==> config.mk <==
export PLATFORM = sky130hd
export DESIGN_NAME = decode_stage
export DESIGN_NICKNAME = d
export VERILOG_FILES = /design/src/rtl/pipe_pkg.sv /design/src/rtl/regfile_2r1w.sv /design/src/rtl/decode_stage.sv
export SDC_FILE = /design/constraint.sdc
export NUM_CORES = 1
export LEC_CHECK = 0
export ABC_AREA = 1
export CAP_MARGIN = 10
export CORE_UTILIZATION = 40
export DETAILED_ROUTE_END_ITERATION = 8
export DONT_BUFFER_PORTS = 1
export PLACE_DENSITY = 0.54
export SETUP_SLACK_MARGIN = 0.05
export SLEW_MARGIN = 20
export SYNTH_ARGS = -nofsm -noshare
export SYNTH_HDL_FRONTEND = slang
export SYNTH_SLANG_ARGS = --single-unit
==> constraint.sdc <==
create_clock -name clk -period 1.4 [get_ports clk]
set_clock_uncertainty 0.15 [all_clocks]
set_input_delay 0.14 -clock clk [delete_from_list [all_inputs] [get_ports clk]]
set_output_delay 0.14 -clock clk [all_outputs]
set_load 0.05 [all_outputs]
==> src/rtl/pipe_pkg.sv <==
// Shared pipeline definitions: widths, instruction field layout, opcodes,
// the ID/EX bundle type and opcode classification helpers.
package pipe_pkg;

    localparam int DATA_W    = 8;
    localparam int NREG      = 16;
    localparam int REG_IDX_W = 4;
    localparam int INSTR_W   = 16;
    localparam int OP_W      = 4;

    localparam int OP_LSB  = 12;
    localparam int RD_LSB  = 8;
    localparam int RS1_LSB = 4;
    localparam int RS2_LSB = 0;

    localparam logic [OP_W-1:0] OP_NOP  = 4'h0;
    localparam logic [OP_W-1:0] OP_ADD  = 4'h1;
    localparam logic [OP_W-1:0] OP_SUB  = 4'h2;
    localparam logic [OP_W-1:0] OP_AND  = 4'h3;
    localparam logic [OP_W-1:0] OP_OR   = 4'h4;
    localparam logic [OP_W-1:0] OP_XOR  = 4'h5;
    localparam logic [OP_W-1:0] OP_ADDI = 4'h6;
    localparam logic [OP_W-1:0] OP_LDI  = 4'h7;
    localparam logic [OP_W-1:0] OP_LD   = 4'h8;
    localparam logic [OP_W-1:0] OP_ST   = 4'h9;
    localparam logic [OP_W-1:0] OP_BEQZ = 4'hA;
    localparam logic [OP_W-1:0] OP_JMP  = 4'hB;
    localparam logic [OP_W-1:0] OP_HALT = 4'hF;

    typedef struct packed {
        logic                 valid;
        logic [OP_W-1:0]      op;
        logic [REG_IDX_W-1:0] rd;
        logic [DATA_W-1:0]    a;
        logic [DATA_W-1:0]    b;
        logic                 wr_en;
        logic                 illegal;
    } id_bundle_t;

    function automatic logic op_reads_rs1(input logic [OP_W-1:0] op);
        logic r;
        r = 1'b0;
        case (op)
            OP_ADD, OP_SUB, OP_AND, OP_OR, OP_XOR,
            OP_ADDI, OP_LD, OP_ST, OP_BEQZ: r = 1'b1;
            default:                        r = 1'b0;
        endcase
        return r;
    endfunction

    function automatic logic op_reads_rs2(input logic [OP_W-1:0] op);
        logic r;
        r = 1'b0;
        case (op)
            OP_ADD, OP_SUB, OP_AND, OP_OR, OP_XOR: r = 1'b1;
            default:                               r = 1'b0;
        endcase
        return r;
    endfunction

    // ST sources its store data from the rd field rather than rs2.
    function automatic logic op_reads_rd(input logic [OP_W-1:0] op);
        return (op == OP_ST);
    endfunction

    function automatic logic op_writes_rd(input logic [OP_W-1:0] op);
        return (op >= OP_ADD) && (op <= OP_LD);
    endfunction

    function automatic logic op_is_legal(input logic [OP_W-1:0] op);
        return (op < 4'hC) || (op == OP_HALT);
    endfunction

    function automatic logic [DATA_W-1:0] sext_imm4(input logic [3:0] imm);
        return {{(DATA_W-4){imm[3]}}, imm};
    endfunction

endpackage

==> src/rtl/regfile_2r1w.sv <==
// 16x8 register file: two combinational read ports, one posedge write port,
// asynchronous active-low clear. Same-cycle bypass is handled by the caller.
module regfile_2r1w
    import pipe_pkg::*;
(
    input  logic                 clk_i,
    input  logic                 rst_ni,
    input  logic                 we_i,
    input  logic [REG_IDX_W-1:0] waddr_i,
    input  logic [DATA_W-1:0]    wdata_i,
    input  logic [REG_IDX_W-1:0] raddr_a_i,
    input  logic [REG_IDX_W-1:0] raddr_b_i,
    output logic [DATA_W-1:0]    rdata_a_o,
    output logic [DATA_W-1:0]    rdata_b_o
);

    logic [DATA_W-1:0] mem_q [NREG];

    // Storage array with asynchronous clear
    always_ff @(posedge clk_i or negedge rst_ni) begin
        if (!rst_ni) begin
            for (int i = 0; i < NREG; i++) begin
                mem_q[i] <= '0;
            end
        end else if (we_i) begin
            mem_q[waddr_i] <= wdata_i;
        end
    end

    assign rdata_a_o = mem_q[raddr_a_i];
    assign rdata_b_o = mem_q[raddr_b_i];

endmodule

==> src/rtl/decode_stage.sv <==
// Pipeline decode stage: field/control decode, bypassed operand read,
// load-use stall, flush, sticky HALT, and a registered ID/EX bundle.
module decode_stage
    import pipe_pkg::*;
(
    input  logic                 clk,
    input  logic                 rst,
    input  logic                 if_valid,
    input  logic [INSTR_W-1:0]   if_instr,
    output logic                 id_stall,
    input  logic                 flush,
    input  logic                 ex_fwd_en,
    input  logic [REG_IDX_W-1:0] ex_fwd_rd,
    input  logic [DATA_W-1:0]    ex_fwd_data,
    input  logic                 ex_is_load,
    input  logic                 wb_en,
    input  logic [REG_IDX_W-1:0] wb_rd,
    input  logic [DATA_W-1:0]    wb_data,
    output logic                 id_valid,
    output logic [OP_W-1:0]      id_op,
    output logic [REG_IDX_W-1:0] id_rd,
    output logic [DATA_W-1:0]    id_a,
    output logic [DATA_W-1:0]    id_b,
    output logic                 id_wr_en,
    output logic                 id_illegal
);

    logic [OP_W-1:0]      op_s;
    logic [REG_IDX_W-1:0] rd_s;
    logic [REG_IDX_W-1:0] rs1_s;
    logic [REG_IDX_W-1:0] rs2_s;
    logic [REG_IDX_W-1:0] rb_idx_s;
    logic [DATA_W-1:0]    imm8_s;
    logic [DATA_W-1:0]    rf_a_s;
    logic [DATA_W-1:0]    rf_b_s;
    logic [DATA_W-1:0]    opa_s;
    logic [DATA_W-1:0]    rb_val_s;
    logic [DATA_W-1:0]    opb_s;
    logic                 ex_ok_s;
    logic                 load_hit_s;
    logic                 load_stall_s;
    logic                 issue_s;
    logic                 halted_q;
    id_bundle_t           bundle_d;
    id_bundle_t           bundle_q;

    assign op_s     = if_instr[OP_LSB  +: OP_W];
    assign rd_s     = if_instr[RD_LSB  +: REG_IDX_W];
    assign rs1_s    = if_instr[RS1_LSB +: REG_IDX_W];
    assign rs2_s    = if_instr[RS2_LSB +: REG_IDX_W];
    assign imm8_s   = if_instr[DATA_W-1:0];
    assign rb_idx_s = op_reads_rd(op_s) ? rd_s : rs2_s;

    regfile_2r1w u_regfile (
        .clk_i     (clk),
        .rst_ni    (rst),
        .we_i      (wb_en),
        .waddr_i   (wb_rd),
        .wdata_i   (wb_data),
        .raddr_a_i (rs1_s),
        .raddr_b_i (rb_idx_s),
        .rdata_a_o (rf_a_s),
        .rdata_b_o (rf_b_s)
    );

    // A load's result is not ready in execute, so it never feeds the bypass.
    assign ex_ok_s = ex_fwd_en & ~ex_is_load;

    assign load_hit_s = (op_reads_rs1(op_s) && (ex_fwd_rd == rs1_s)) ||
                        (op_reads_rs2(op_s) && (ex_fwd_rd == rs2_s)) ||
                        (op_reads_rd(op_s)  && (ex_fwd_rd == rd_s));

    assign load_stall_s = if_valid & ex_is_load & load_hit_s & ~flush & ~halted_q;
    assign issue_s      = if_valid & ~flush & ~halted_q & ~load_stall_s;
    assign id_stall     = rst & (halted_q | load_stall_s);

    // Operand A bypass: execute, then writeback, then register file
    always_comb begin
        opa_s = '0;
        if (ex_ok_s && (ex_fwd_rd == rs1_s)) begin
            opa_s = ex_fwd_data;
        end else if (wb_en && (wb_rd == rs1_s)) begin
            opa_s = wb_data;
        end else begin
            opa_s = rf_a_s;
        end
    end

    // Second register read bypass (rs2, or rd for stores)
    always_comb begin
        rb_val_s = '0;
        if (ex_ok_s && (ex_fwd_rd == rb_idx_s)) begin
            rb_val_s = ex_fwd_data;
        end else if (wb_en && (wb_rd == rb_idx_s)) begin
            rb_val_s = wb_data;
        end else begin
            rb_val_s = rf_b_s;
        end
    end

    // Operand B source select by opcode
    always_comb begin
        opb_s = '0;
        case (op_s)
            OP_ADD, OP_SUB, OP_AND, OP_OR, OP_XOR, OP_ST: opb_s = rb_val_s;
            OP_ADDI:                                      opb_s = sext_imm4(if_instr[3:0]);
            OP_LDI, OP_BEQZ, OP_JMP:                      opb_s = imm8_s;
            default:                                      opb_s = '0;
        endcase
    end

    // Next ID/EX bundle; bubbles and illegal ops carry zeroed fields
    always_comb begin
        bundle_d = '0;
        if (issue_s) begin
            bundle_d.valid = 1'b1;
            if (op_is_legal(op_s)) begin
                bundle_d.op    = op_s;
                bundle_d.rd    = rd_s;
                bundle_d.a     = opa_s;
                bundle_d.b     = opb_s;
                bundle_d.wr_en = op_writes_rd(op_s);
            end else begin
                bundle_d.illegal = 1'b1;
            end
        end else begin
            bundle_d = '0;
        end
    end

    // ID/EX pipeline register and sticky halt flag
    always_ff @(posedge clk or negedge rst) begin
        if (!rst) begin
            bundle_q <= '0;
            halted_q <= 1'b0;
        end else begin
            bundle_q <= bundle_d;
            halted_q <= halted_q | (issue_s & (op_s == OP_HALT));
        end
    end

    assign id_valid   = bundle_q.valid;
    assign id_op      = bundle_q.op;
    assign id_rd      = bundle_q.rd;
    assign id_a       = bundle_q.a;
    assign id_b       = bundle_q.b;
    assign id_wr_en   = bundle_q.wr_en;
    assign id_illegal = bundle_q.illegal;

endmodule

==> Word level (Yosys, flattened, before mapping) <==
Memory sizes are Yosys's and may differ from the RTL's.
Index checks and enable logic that the tools add are counted.
{ "totals": {"wordCells": 102, "latch_bits": 0, "reg_bits": 156, "ramBits": 0, "romBits": 16, "out_inout_bits": 28, "n_memories": 1, "in_bits": 47} }
{ "mem_list": {"columns": ["memory", "words", "word_bits", "read_ports", "rd_ports_with_merged_regs", "write_ports", "line", "source"], "rows": [
  ["(no name shown)", 16, 1, 1, 0, 0, "pipe_pkg.sv:43", "case (op)"]
]} }
{ "classes": {"add_sub_neg": 0, "div": 0, "n_reduce_logical": 15, "n_mul": 0, "eq_ne": 17, "n_mux": 19, "bitwise": 19, "n_lt_le_gt_ge": 7, "shift": 0} }
{ "ops": {"columns": ["op", "n"], "rows": [
  ["bitwise mux 128 bit", 1],
  ["2-to-1 mux 8 bit", 9],
  ["binary-select mux 8 bit (select 4 bit)", 2],
  ["demux 8 bit (select 4 bit)", 1],
  ["2-to-1 mux 27 bit", 1],
  ["2-to-1 mux 25 bit", 1],
  ["equality test 4 bit", 6],
  ["one-hot mux 8 bit (3 select lines)", 1],
  ["equality test 4 x 3 -> 1 bit (second input constant)", 4],
  ["equality test 4 bit (second input constant)", 4],
  [">= comparator 5 bit (second input constant)", 3],
  ["NOT 4 -> 5 bit", 3],
  ["AND 1 bit", 10],
  ["logical AND 1 bit", 9],
  ["equality test 4 x 2 -> 1 bit (second input constant)", 2],
  ["OR reduction 6 bit", 1],
  ["< comparator 5 x 1 -> 1 bit (second input constant)", 1],
  ["OR reduction 5 bit", 1],
  ["equality test 4 x 1 -> 1 bit (second input constant)", 1],
  [">= comparator 4 x 1 -> 1 bit (second input constant)", 1],
  ["<= comparator 4 bit (second input constant)", 1],
  ["< comparator 4 bit (second input constant)", 1],
  ["2-to-1 mux 4 bit", 1],
  ["NOT 1 bit", 4],
  ["other kinds (4)", 8]
]} }

==> Logic depth before layout (Yosys ltp) <==
{ "logic_depth": {"word_depth": 13, "mapped_depth": 16, "mapped_depth_nobuf": 14} }

==> Modules after synthesis <==
Synthesis repeated with hierarchy kept, for this count alone.
{ "unflattened": {"cells_unflattened": 1420, "area_unflattened_um2": 9555.4} }
{ "modules_own_cells": {"columns": ["module", "cells_per_inst", "n_inst", "area_each_um2"], "rows": [
  ["regfile_2r1w", 1126, 1, 7508.5],
  ["decode_stage", 294, 1, 2047.0]
]} }

==> Worst setup path after synthesis <==
Ideal clock, no wire load.
{ "synth_path": {"kind": "input port to output port", "from": "input if_instr[14]", "to": "output id_stall", "cell_stages": 8, "slack_ps": -947, "t_arrival_ps": 2057, "required_ps": 1110, "path_buffers": 1, "path_cell_list": "nor2_2 > nand2_2 > buf_6 > nor3_1 > nand4_1 > nand3b_1 > nand3_1 > a21boi_0"} }
{ "synth_between": {"elab_chain_cells": 11, "elab_cells_between_ends": 19} }
{ "synth_rtl": {"columns": ["element", "line", "source"], "rows": [
  ["start: declaration", "decode_stage.sv:9", "input logic [INSTR_W-1:0] if_instr,"],
  ["equality test 4 x 1 -> 1 bit, or another cell as far along", "pipe_pkg.sv:54", "case (op)"],
  ["OR reduction 5 bit", "pipe_pkg.sv:54", null],
  ["2-to-1 mux 1 bit", "pipe_pkg.sv:54", null],
  ["logical AND 1 bit", "decode_stage.sv:70", "(op_reads_rs2(op_s) && (ex_fwd_rd == rs2_s)) ||"],
  ["logical OR 1 bit", "decode_stage.sv:69", "assign load_hit_s = (op_reads_rs1(op_s) && (ex_fwd_rd == rs1_s)) ||"],
  ["logical OR 1 bit *", "decode_stage.sv:70", null],
  ["AND 1 bit * (3 in series)", "decode_stage.sv:73", "assign load_stall_s = if_valid & ex_is_load & load_hit_s & ~flush & ~halted_q;"],
  ["OR 1 bit *", "decode_stage.sv:75", "assign id_stall = rst & (halted_q | load_stall_s);"],
  ["AND 1 bit *", "decode_stage.sv:75", null],
  ["end: declaration", "decode_stage.sv:10", "output logic id_stall,"]
]} }
Every way passes the cells marked *; elsewhere a longest branch is shown, timed or not.

==> results.yml <==
run_status:
  run_status: "complete, but fails checks"
  violations: "negative hold slack, negative setup slack"
power_and_ir_drop:
  ir_drop_worst_case_vdd_mv: 0.7917
  power.combinational.fraction_pct: 29.8
  fin_total_pwr_mw: 15.37
  power_density_nw_per_um2: 1156
  seqPwrFrac_pct: 37.7
  power.static_leakage_nw: 6.225
  switching_share_pct: 32.30
  p_clk_share_pct: 32.5
  internal_power_mw: 10.40
  net-switching-power_mw: 4.964
sta:
  tightestPinTransition_ns: 0.5491
  timing.final.ws_setup_ns: -0.2536
  relSlewSlack_pct: 63.28
  totalNegativeSetupSlack_ns: -2.276
  final_hold_viol_count: 156
  max_freq_mhz: 604.7
  timing.hold.ws_ns: -0.7549
  finalWorstPathRequiredPeriod_ns: 1.654
  fin_crit_sh_pct: 118.1
  setup_failing_eps_final: 17
  report.final.slew_viol_count: 0
  rsz0062_at_grt: "yes"
logic_synthesis:
  synth_fp_nets: 1285
  syn-mean-instance-area_sq_um: 7.122
  synth_cell_type_count: 32
  yosys_warnings: 0
  yosysTopAreaCellShare_pct: 44.27
  synth_top_cell_by_area: "dfrtp_1"
  synth_area_sq_um: 8817
  syn_inst: 1238
  synth_sequential_area_ratio_pct: 44.27
  ys_seq_elements: 156
  ys_top_cells_by_area: "dfrtp_1 44%, nand2_1 14%, o21ai_0 12%"
die:
  start_util_pct: 41.42
  die_area_sq_um: 22640
  rows: 53
  die-height_um: 150.5
  core_area_sq_um: 21290
  die_x_um: 150.5
  io_pins: 75
setup_path:
  start_kind: "flip-flop"
  timing.critical_path.from: "u_regfile.mem_q[19]"
  timing.rr.end: "id_a[3]"
  timing.reg2reg.setup_slack_ns: -0.25
  critical_path_arrival_ns: 1.82
  reg2regPathDepth: 9
  critPathCapture: "id_a[3]"
  crit-reg2reg-launch: "u_regfile.mem_q[19]"
  endpoint_kind: "flip-flop"
  critical_path.max_fanout: 2
  criticalPathCategory: "flip-flop to flip-flop"
  crit_required_ns: 1.57
worst_hold_path:
  hold_path_class: "input pin to async pin"
cells_and_area:
  post_route_cells_drive_above_1_share_pct: 32.58
  area_growth_syn_to_layout_pct: 50.77
  layout.cell_area.non_filler_sq_um: 13290
  design.final.nets: 1538
  fillers: 1788
  postLayoutCoreUtil_pct: 62.45
routing:
  route.detailed.vias_per_inst: 5.640
  ant_nets: 0
  first_pass_iters: 5
  routed_wire_length_per_instance_um: 22.17
  drt_wl_total_um: 39510
  drtIter0Drc: 1084
  detail_route.drc_violations: 0
  vias: 10050
place:
  final_estimated_routing_congestion_in_global_placement: 0.9778
  place_hpwl_um: 24580
  port_buffers: 0
  post_dp_cell_area_sq_um: 10760
global_routing:
  number_of_antenna_violations_at_the_first_check_in_global_routing: 1
  global_route.usage.total_pct: 34.22
  via_count_of_the_first_global_routing_pass: 9185
  grt_max_degree: 158
  grt_first_pass_wirelength_um: 56010
  globalRoute.totalOverflow: 0
clocking:
  clk_pin_slew_worst_paths_ns: 0.07
  clk_root_buffer_cell: "clkbuf_16"
  insertion_delay_ns: 0.43
  cts.path.max_buffers: 2
  tritoncts_clock_tree: "yes"
  numClockSinks: 156
  cts_htree_levels: 4
  cts_made_buffers: 17
job:
  maxCapViolCount: 0
-- what timing repair did --
item | 4_1_cts | 5_1_grt
endpoints found under the setup margin | 39 | 98
setup buffers | 27 | 12
hold endpoints to repair | 255 | 163
hold buffers | 43 | 1
pin swaps | 60 | 80
gates cloned | 6 | 4
resized for setup | 119 | 168
-- area by class of cell --
| type | count | area (sq um) | area share (%) |
|---|---|---|---|
| multi-input combinational | 906 | 5029 | 37.83 |
| sequential | 156 | 3934 | 29.59 |
| inverter | 99 | 399.1 | 3.002 |
| antenna | 3 | 7.507 | 0.05647 |
| clock buffer | 17 | 425.4 | 3.200 |
| tap | 275 | 344.1 | 2.588 |
| timing repair buffer | 311 | 2969 | 22.33 |
| clock inverter | 15 | 186.4 | 1.402 |
-- state kept, by name, indices dropped and copies added, names as in the netlist --
register,flops
u_regfile.mem_q,128
id_wr_en,1
id_illegal,1
id_rd,4
id_b,8
id_op,4
halted_q,1
id_a,8
id_valid,1
-- placed cells by master (no fill, tap or decap), drive strengths merged --
cell and instances:
a22oi 8, dfrtp 156, o22ai 3, diode 3, buf 262, nor2 81, o21ai 221, clkbuf 20
bufbuf 2, a21boi 1, inv 99, nand3b 1, xor2 3, nand4 5, clkinv 8, nor3 11
nand2 321, a21oi 55, a221oi 1, o211ai 25, dlygate4sd3 39, clkinvlp 4, bufinv 3, nand3 162
dlymetal6s4s 5, xnor2 8
-- power groups by stage --
stage / logic (mW) / registers (mW) / clock network (mW)
2_1_floorplan: 1.87 / 5.76 / 0
3_3_place_gp: 3.55 / 5.81 / 0
3_5_place_dp: 3.58 / 5.81 / 0
4_1_cts: 4.17 / 5.75 / 5.03
5_1_grt: 4.96 / 5.88 / 5.21
6_report: 4.59 / 5.79 / 4.99
-- logic make-up after synthesis --
logic type	count (synthesis)	synth area share, %
compound gates	314	19.09
simple gates	580	27.61
xor+xnor	11	1.178
buf+inv	177	7.847
flops	156	44.27
-- metrics by stage --
stage / hold slack, ns / std cells / setup slack (ns)
after floorplan: -0.3056 / 1238 / -0.3244
after global placement: -0.2976 / 1659 / -0.6238
after detailed placement: -0.2981 / 1659 / -0.6652
after CTS: -0.7625 / 1767 / -0.1866
after global routing: -0.7739 / 1779 / -0.3229
final: -0.7549 / 1782 / -0.2536
-- per-layer routing --
layer  GRT usage (%)  wire length (um)
met2           50.25             17480
met3           9.000              3728
met5               0                 0
met1           46.09             16420
met4           17.53              1878
-- worst min-delay path by stage --
stage / start / to / slack [ns] / cells past startpoint
floorplan: rst / halted_q / -0.31 / 0
global placement: rst / u_regfile.mem_q[49] / -0.30 / 0
detailed placement: rst / u_regfile.mem_q[58] / -0.30 / 0
CTS: rst / u_regfile.mem_q[49] / -0.76 / 0
global route: rst / u_regfile.mem_q[49] / -0.77 / 0
finish: rst / u_regfile.mem_q[49] / -0.75 / 0
-- synth_stat cells --
cell type  instances
inv_1             92
buf_2             13
a21oi_1           55
nor2_2             2
clkinv_1           5
dfrtp_1          156
buf_6              1
buf_4              1
nand3b_1           1
a221oi_1           1
xor2_2             1
nand2_2            2
xor2_1             2
inv_2              2
o21ai_0          217
o211ai_1          25
nor2_1            79
clkbuf_1          62
o21ai_2            2
o22ai_1            3
nor3_1             9
o21ai_1            1
nand2_1          318
nand3_1          161
buf_1              1
a21boi_0           1
nand3_2            1
xnor2_1            8
nand4_1            5
o21ai_4            1
nor3_2             2
a22oi_1            8
-- critical path, cell delays in order (launching register included) --
cell and delay (ns):
dfrtp_1 0.39, inv_2 0.07, a21oi_2 0.04, o21ai_1 0.08, buf_4 0.14, o211ai_1 0.09
nand3_1 0.12, nand3_2 0.15, a22oi_2 0.22, nor2_2 0.08
Power figures use the tool's default switching activity.
